[src/rtl/vc_input_port_if.sv]
// Handshake bundle for the virtual-channel input port: write side, allocation side and output flit.
interface vc_input_port_if #(
  parameter int VC_ID_W    = 1,
  parameter int VC_DEPTH_W = 2,
  parameter int DATA_W     = 10
);
  localparam int VC_NUM = 2**VC_ID_W;

  logic [DATA_W-1:0]        data_i;
  logic                     wr_en_i;
  logic [VC_ID_W-1:0]       wr_vc_i;
  logic [VC_NUM-1:0]        rdy_o;
  logic [VC_NUM-1:0]        req_o;
  logic [VC_NUM*DATA_W-1:0] header_o;
  logic [VC_NUM-1:0]        chan_alloc_i;
  logic [VC_NUM-1:0]        chan_rdy_i;
  logic [DATA_W-1:0]        data_o;
  logic                     data_vld_o;
  logic [VC_ID_W-1:0]       data_vc_o;

  modport slave (
    input  data_i, wr_en_i, wr_vc_i, chan_alloc_i, chan_rdy_i,
    output rdy_o, req_o, header_o, data_o, data_vld_o, data_vc_o
  );
  modport master (
    output data_i, wr_en_i, wr_vc_i, chan_alloc_i, chan_rdy_i,
    input  rdy_o, req_o, header_o, data_o, data_vld_o, data_vc_o
  );
endinterface

[src/rtl/vc_input_port.sv]
// Router input port: per-VC circular FIFO + IDLE/WAIT_ALLOC/ACTIVE FSM, round-robin output select.
// Define VC_CREDIT_EN to treat chan_rdy_i as credit-return pulses instead of a level ready.
module vc_lane #(
  parameter int VC_DEPTH_W = 2,
  parameter int DATA_W     = 10
) (
  input  logic              gclk,
  input  logic              grst_n,
  input  logic              push,
  input  logic [DATA_W-1:0] din,
  input  logic              grant,
  input  logic              send,
  input  logic              ds_rdy,
  output logic              full,
  output logic [DATA_W-1:0] front,
  output logic              req,
  output logic              elig
);
  localparam int DEPTH = 2**VC_DEPTH_W;
  localparam logic [VC_DEPTH_W:0] DEPTH_C = (VC_DEPTH_W+1)'(DEPTH);

  typedef enum logic [1:0] {IDLE, WAIT_ALLOC, ACTIVE} state_t;
  state_t state, state_nxt;

  logic [DEPTH-1:0][DATA_W-1:0] mem;
  logic [VC_DEPTH_W-1:0]        rd_ptr, wr_ptr;
  logic [VC_DEPTH_W:0]          cnt;
  logic                         empty, wr_ok, discard, pop, ds_ok;

  assign full    = cnt == DEPTH_C;
  assign empty   = cnt == '0;
  assign front   = mem[rd_ptr];
  // A full VC drops the write even if it pops this cycle.
  assign wr_ok   = push & ~full;
  assign discard = (state == IDLE) & ~empty & ~front[DATA_W-1];
  assign pop     = discard | send;

  always_ff @(posedge gclk)
    if (wr_ok) mem[wr_ptr] <= din;

  always_ff @(posedge gclk or negedge grst_n) begin
    if (!grst_n) begin
      rd_ptr <= '0;
      wr_ptr <= '0;
      cnt    <= '0;
    end else begin
      if (wr_ok) wr_ptr <= wr_ptr + 1'b1;
      if (pop)   rd_ptr <= rd_ptr + 1'b1;
      case ({wr_ok, pop})
        2'b10:   cnt <= cnt + 1'b1;
        2'b01:   cnt <= cnt - 1'b1;
        default: cnt <= cnt;
      endcase
    end
  end

  always_ff @(posedge gclk or negedge grst_n)
    if (!grst_n) state <= IDLE;
    else         state <= state_nxt;

  always_comb begin
    state_nxt = state;
    case (state)
      IDLE:       if (!empty && front[DATA_W-1]) state_nxt = WAIT_ALLOC;
      WAIT_ALLOC: if (grant) state_nxt = ACTIVE;
      ACTIVE:     if (send && front[DATA_W-2]) state_nxt = IDLE;
      default:    state_nxt = IDLE;
    endcase
  end

`ifdef VC_CREDIT_EN
  logic [VC_DEPTH_W:0] credit;
  always_ff @(posedge gclk or negedge grst_n) begin
    if (!grst_n)                                credit <= DEPTH_C;
    else if (send && !ds_rdy)                   credit <= credit - 1'b1;
    else if (ds_rdy && !send && credit != DEPTH_C) credit <= credit + 1'b1;
  end
  assign ds_ok = credit != '0;
`else
  assign ds_ok = ds_rdy;
`endif

  assign req  = state == WAIT_ALLOC;
  assign elig = (state == ACTIVE) & ~empty & ds_ok;
endmodule

module vc_input_port #(
  parameter int VC_ID_W    = 1,
  parameter int VC_DEPTH_W = 2,
  parameter int DATA_W     = 10
) (
  input  logic             clk_i,
  input  logic             rst_ni,
  vc_input_port_if.slave   bus
);
  localparam int VC_NUM = 2**VC_ID_W;
  localparam int STAGES = 1;

  logic [1:0]                    rst_sync;
  logic                          rst_n;
  logic [VC_NUM-1:0]             wr_sel, full, req, elig, send;
  logic [VC_NUM-1:0][DATA_W-1:0] front;
  logic [VC_ID_W-1:0]            rr_ptr, sel_idx, idx;
  logic                          sel_vld;
  logic [STAGES:0]               vld_pipe;
  logic [DATA_W-1:0]             data_q;
  logic [VC_ID_W-1:0]            vc_q;

  // Async assert, release aligned to clk_i.
  always_ff @(posedge clk_i or negedge rst_ni)
    if (!rst_ni) rst_sync <= '0;
    else         rst_sync <= {rst_sync[0], 1'b1};
  assign rst_n = rst_sync[1];

  always_comb begin
    wr_sel = '0;
    if (bus.wr_en_i) wr_sel[bus.wr_vc_i] = 1'b1;
  end

  for (genvar v = 0; v < VC_NUM; v++) begin : g_lane
    vc_lane #(.VC_DEPTH_W(VC_DEPTH_W), .DATA_W(DATA_W)) u_lane (
      .gclk   (clk_i),
      .grst_n (rst_n),
      .push   (wr_sel[v]),
      .din    (bus.data_i),
      .grant  (bus.chan_alloc_i[v]),
      .send   (send[v]),
      .ds_rdy (bus.chan_rdy_i[v]),
      .full   (full[v]),
      .front  (front[v]),
      .req    (req[v]),
      .elig   (elig[v])
    );
  end

  // Round-robin: search starts one past the last VC that sent.
  always_comb begin
    sel_vld = 1'b0;
    sel_idx = rr_ptr;
    idx     = rr_ptr;
    for (int i = 1; i <= VC_NUM; i++) begin
      idx = VC_ID_W'((int'(rr_ptr) + i) % VC_NUM);
      if (!sel_vld && elig[idx]) begin
        sel_vld = 1'b1;
        sel_idx = idx;
      end
    end
    send = '0;
    if (sel_vld) send[sel_idx] = 1'b1;
  end

  assign vld_pipe[0] = sel_vld;

  always_ff @(posedge clk_i or negedge rst_n) begin
    if (!rst_n) begin
      vld_pipe[STAGES:1] <= '0;
      data_q             <= '0;
      vc_q               <= '0;
      rr_ptr             <= VC_ID_W'(VC_NUM - 1);
    end else begin
      vld_pipe[STAGES:1] <= vld_pipe[STAGES-1:0];
      if (sel_vld) begin
        data_q <= front[sel_idx];
        vc_q   <= sel_idx;
        rr_ptr <= sel_idx;
      end
    end
  end

  assign bus.rdy_o      = ~full;
  assign bus.req_o      = req;
  assign bus.header_o   = front;
  assign bus.data_o     = data_q;
  assign bus.data_vld_o = vld_pipe[STAGES];
  assign bus.data_vc_o  = vc_q;
endmodule
[src/flat_wrapper.sv]
// flat-port wrapper written by rule: the top's interface ports become plain ports
module vc_input_port_flat 
#(
  parameter int VC_ID_W    = 1,
  parameter int VC_DEPTH_W = 2,
  parameter int DATA_W     = 10
)
  (clk_i, rst_ni, bus_data_i, bus_wr_en_i, bus_wr_vc_i, bus_chan_alloc_i, bus_chan_rdy_i, bus_rdy_o, bus_req_o, bus_header_o, bus_data_o, bus_data_vld_o, bus_data_vc_o);
  vc_input_port_if #(.VC_ID_W(VC_ID_W), .VC_DEPTH_W(VC_DEPTH_W), .DATA_W(DATA_W)) bus_i ();
  input  logic clk_i;
  input  logic rst_ni;
  input wire logic [$bits(bus_i.data_i)-1:0] bus_data_i;
  input wire logic [$bits(bus_i.wr_en_i)-1:0] bus_wr_en_i;
  input wire logic [$bits(bus_i.wr_vc_i)-1:0] bus_wr_vc_i;
  input wire logic [$bits(bus_i.chan_alloc_i)-1:0] bus_chan_alloc_i;
  input wire logic [$bits(bus_i.chan_rdy_i)-1:0] bus_chan_rdy_i;
  output wire logic [$bits(bus_i.rdy_o)-1:0] bus_rdy_o;
  output wire logic [$bits(bus_i.req_o)-1:0] bus_req_o;
  output wire logic [$bits(bus_i.header_o)-1:0] bus_header_o;
  output wire logic [$bits(bus_i.data_o)-1:0] bus_data_o;
  output wire logic [$bits(bus_i.data_vld_o)-1:0] bus_data_vld_o;
  output wire logic [$bits(bus_i.data_vc_o)-1:0] bus_data_vc_o;
  assign bus_i.data_i = bus_data_i;
  assign bus_i.wr_en_i = bus_wr_en_i;
  assign bus_i.wr_vc_i = bus_wr_vc_i;
  assign bus_i.chan_alloc_i = bus_chan_alloc_i;
  assign bus_i.chan_rdy_i = bus_chan_rdy_i;
  assign bus_rdy_o = bus_i.rdy_o;
  assign bus_req_o = bus_i.req_o;
  assign bus_header_o = bus_i.header_o;
  assign bus_data_o = bus_i.data_o;
  assign bus_data_vld_o = bus_i.data_vld_o;
  assign bus_data_vc_o = bus_i.data_vc_o;
  vc_input_port #(.VC_ID_W(VC_ID_W), .VC_DEPTH_W(VC_DEPTH_W), .DATA_W(DATA_W)) u_core (.clk_i(clk_i), .rst_ni(rst_ni), .bus(bus_i));
endmodule
[config.mk]
export PLATFORM = sky130hd
export DESIGN_NAME = vc_input_port_flat
export DESIGN_NICKNAME = d
export VERILOG_FILES = /design/src/rtl/vc_input_port_if.sv /design/src/rtl/vc_input_port.sv /design/src/flat_wrapper.sv
export SDC_FILE = /design/constraint.sdc
export NUM_CORES = 1
export LEC_CHECK = 0
export CAP_MARGIN = 10
export CORE_MARGIN = 8
export CORE_UTILIZATION = 62
export CTS_BUF_LIST = sky130_fd_sc_hd__clkbuf_4 sky130_fd_sc_hd__clkbuf_8
export DETAILED_ROUTE_END_ITERATION = 8
export PLACE_DENSITY_LB_ADDON = 0.05
export SYNTH_ARGS = -nofsm -noshare
export SYNTH_HDL_FRONTEND = slang
export SYNTH_SLANG_ARGS = --single-unit
[constraint.sdc]
create_clock -name clk_i -period 3.76 [get_ports clk_i]
set_clock_uncertainty 0.05 [all_clocks]
set_input_delay 0.752 -clock clk_i [delete_from_list [all_inputs] [get_ports clk_i]]
set_output_delay 0.752 -clock clk_i [all_outputs]
set_load 0.01 [all_outputs]
==> out/metrics.cfg, run 1 <==
[detailed_routing]
routed_wl_um = 9229
routedWlPerCell_um = 19.51
dr.pass1.iters = 5
ant_nets = 0
drc = 0
viasPerCell = 5.706
dr_total_vias = 2699
drtIter0Drc = 170

[setup_path]
worstSetupPathType = register to primary output
cp_top_family = flip-flops
cp-start-kind = register
path_depth = 2
crit_chain = mux4_1 -> clkdlybuf4s50_1
cp.arrival_ns = 2.43
rrSetupSlack_ns = 0.91
reg2reg_to = u_core.g_lane[1].u_lane.cnt[2]$_DFFE_PN0P_
cp.required_ns = 2.96
critPathBufInv = 1
slowest_stage = dfrtp_1
slowest_delay_ns = 0.78
crit_fanout = 13
reg2reg_from = u_core.g_lane[1].u_lane.rd_ptr[0]$_DFFE_PN0N_
rr_worst_depth = 11
worstSetupStartpoint = u_core.g_lane[0].u_lane.rd_ptr[0]$_DFFE_PN0P_
critPathCaptureType = primary output

[timing]
worst_pin_slew_ns = 0.6860
fmax_mhz = 309.1
fin_setup_tns_ns = 0
finalHoldViolCount = 0
period_needed_ns = 3.235
slew_headroom_pct = 54.26
setup_viol = 0
drv_slew = 0
rsz0062_at_grt = false
period_share_pct = 86.05

[cts]
cts_buffers = 17
clk_pin_slew_ns = 0.07
insertion_delay_ns = 0.41
cts_max_path_buffers = 2
cts_tree = done
cts.sinks = 113
post_cts_buffers = 0
postCtsResizedCells = 0
postCtsHoldBufs = 0
h-tree-depth = 4
root_buffer = clkbuf_8

[placement]
hpwl_um = 6407
portBuffers = 53
place.gp.congestion = 0.7882
dp_cells = 441

[yosys]
avgSynthCellArea_um2 = 16.24
syn_area_mm2 = 0.004792
ys_ff_latch = 113
synth_edf_count = 80
synth-main-ff-cell = edfxtp_1
async_reset_ff_share_pct = 29.20
ys_types = 46
synth_seq_area_share_pct = 67.39
ys_warn_count = 0
netlist_instances = 295
synthesis.nets = 325

[pwr]
ir_drop_v = 0.0004449
power_density_mw_per_mm2 = 796.7
leakagePower_nw = 2.119

[cells_and_area]
multi_input_area_mm2 = 0.001425
drive_gt1_share_pct = 15.36
seqCellArea_mm2 = 0.003229
nets = 388
area_growth_pct = 20.44
antennaDiodeCount = 0
num-fill-cells = 480
finalNonFillerCells = 473

[floorplan]
num_rows = 32
core_area_mm2 = 0.007607
dieArea_mm2 = 0.01080
start_util_pct = 62.99
die_x_um = 103.9
die_h_um = 103.9
top_level_ports = 54

[min_path]
hold_path_class = register to async pin

[grt]
grt_pass1_vias = 2818
grt_usage_pct = 18.35
antenna_found_initial = 0
grt_max_degree = 27
grt_overflow = 0
grt_first_pass_wirelength_um = 15050

[job]
max-cap-violations = 0

[outcome]
status = finished clean

report_power, final:
group | switching (mW) | internal, mW
clock network | 0.502 | 0.524
registers | 0.258 | 1.62
logic | 0.786 | 0.910
total | 1.55 | 3.05
cell usage after synthesis (all sizes together), types with 2 or more instances:
cell / n / area (um^2)
or3: 2 / 17.52
and3: 3 / 18.77
clkbuf: 5 / 28.77
mux2i: 12 / 120.1
mux2: 2 / 22.52
o211ai: 10 / 75.07
mux4: 19 / 446.7
o21ai: 4 / 20.02
fa: 2 / 40.04
nor3: 4 / 31.28
and2: 10 / 62.56
nor2b: 4 / 25.02
nand2: 14 / 52.55
xor2: 4 / 35.03
buf: 9 / 55.05
nor2: 10 / 37.54
inv: 17 / 63.81
nand3: 11 / 55.05
a21oi: 3 / 15.01
a31oi: 2 / 12.51
dfrtp: 32 / 800.8
nand2b: 3 / 18.77
edfxtp: 80 / 2402
xnor2: 7 / 61.31
nor4: 2 / 18.77
ha: 10 / 125.1
per-stage QoR:
stage | area, um^2 | hold WS, ns | setup slack, ns | utilization [%] | power, mW
6_report | 5772 | 0.04352 | 0.5246 | 75.87 | 4.599
3_3_place_gp | 5414 | 0.04176 | 0.7446 | 71.17 | 3.563
2_1_floorplan | 4792 | 0.2812 | 1.198 | - | 2.920
5_1_grt | 5772 | 0.06622 | 0.3813 | 75.87 | 4.868
4_1_cts | 5772 | 0.05151 | 0.4959 | 75.87 | 4.639
3_5_place_dp | 5414 | 0.04558 | 0.7006 | 71.17 | 3.618
logic make-up (layout without fill, tap and decap cells):
| logic type | after synthesis | after routing | synth area share, % |
|---|---|---|---|
| flops | 113 | 113 | 67.39 |
| mux | 33 | 33 | 12.30 |
| other cells | 1 | 1 | 0.07825 |
| buf+inv | 31 | 107 | 3.081 |
| compound gates | 27 | 27 | 3.943 |
| simple gates | 67 | 67 | 7.755 |
| fa+ha+maj | 12 | 12 | 3.447 |
| xor+xnor | 11 | 11 | 2.010 |
registers in the layout, summed over array words and instances (netlist names):
register	count
u_core.g_lane.u_lane.mem	80
u_core.bus.data_o	10
u_core.g_lane.u_lane.cnt	6
u_core.g_lane.u_lane.rd_ptr	4
u_core.g_lane.u_lane.state	4
u_core.g_lane.u_lane.wr_ptr	4
u_core.rst_sync	2
u_core.bus.data_vc_o	1
u_core.bus.data_vld_o	1
u_core.rr_ptr	1
worst reg2reg max path, cell delays in order (launching register included):
cell and delay, ns:
dfrtp_1 0.41, buf_4 0.26, mux4_2 0.61, nor4_1 0.20, a21oi_1 0.10, inv_1 0.08
ha_1 0.18, inv_1 0.07, fa_1 0.42, xor2_1 0.15, nor2_1 0.11, xor2_1 0.15
placed cells by master, fill, tap and decap left out, drive strengths merged, types with 3 or more instances in the layout:
cell type	n
a21oi	3
and2	10
and3	3
buf	5
clkbuf	18
clkdlybuf4s50	53
clkinv	6
clkinvlp	5
dfrtp	32
edfxtp	80
ha	10
inv	19
mux2i	12
mux4	19
nand2	14
nand2b	3
nand3	11
nor2	10
nor2b	4
nor3	4
o211ai	10
o21ai	4
xnor2	7
xor2	4
metal layers:
layer,share of wire (%),vias to the layer above,GRT usage (%),routed length (um)
li1,-,1237,-,-
met1,45,1376,22.94,4143
met2,48,75,28.69,4404
met3,6.2,11,6.320,568
met4,1.2,0,7.549,113
met5,0,-,0,0
worst max-delay path by stage:
stage                                                 endpoint
floorplan           u_core.g_lane[1].u_lane.cnt[2]$_DFFE_PN0P_
detailed placement  u_core.g_lane[1].u_lane.cnt[2]$_DFFE_PN0P_
global route                                   bus_header_o[9]
finish                                         bus_header_o[4]
CTS                                            bus_header_o[4]
global placement    u_core.g_lane[1].u_lane.cnt[2]$_DFFE_PN0P_
layout make-up:
type | instances | share of cell area [%]
clock buffers | 18 | 4.184
inverters | 17 | 1.106
multi-input cells | 151 | 24.69
flip-flops and latches | 113 | 55.95
repair buffers | 58 | 9.842
clock inverters | 14 | 2.016
well taps | 102 | 2.211
Power figures use the tool's default switching activity.
==> run 2, diff against run 1 <==
SLEW_MARGIN = 0   (was unset)
==> results of run 2 <==
No change in the layout: final DEF, timing and power equal those of run 1.
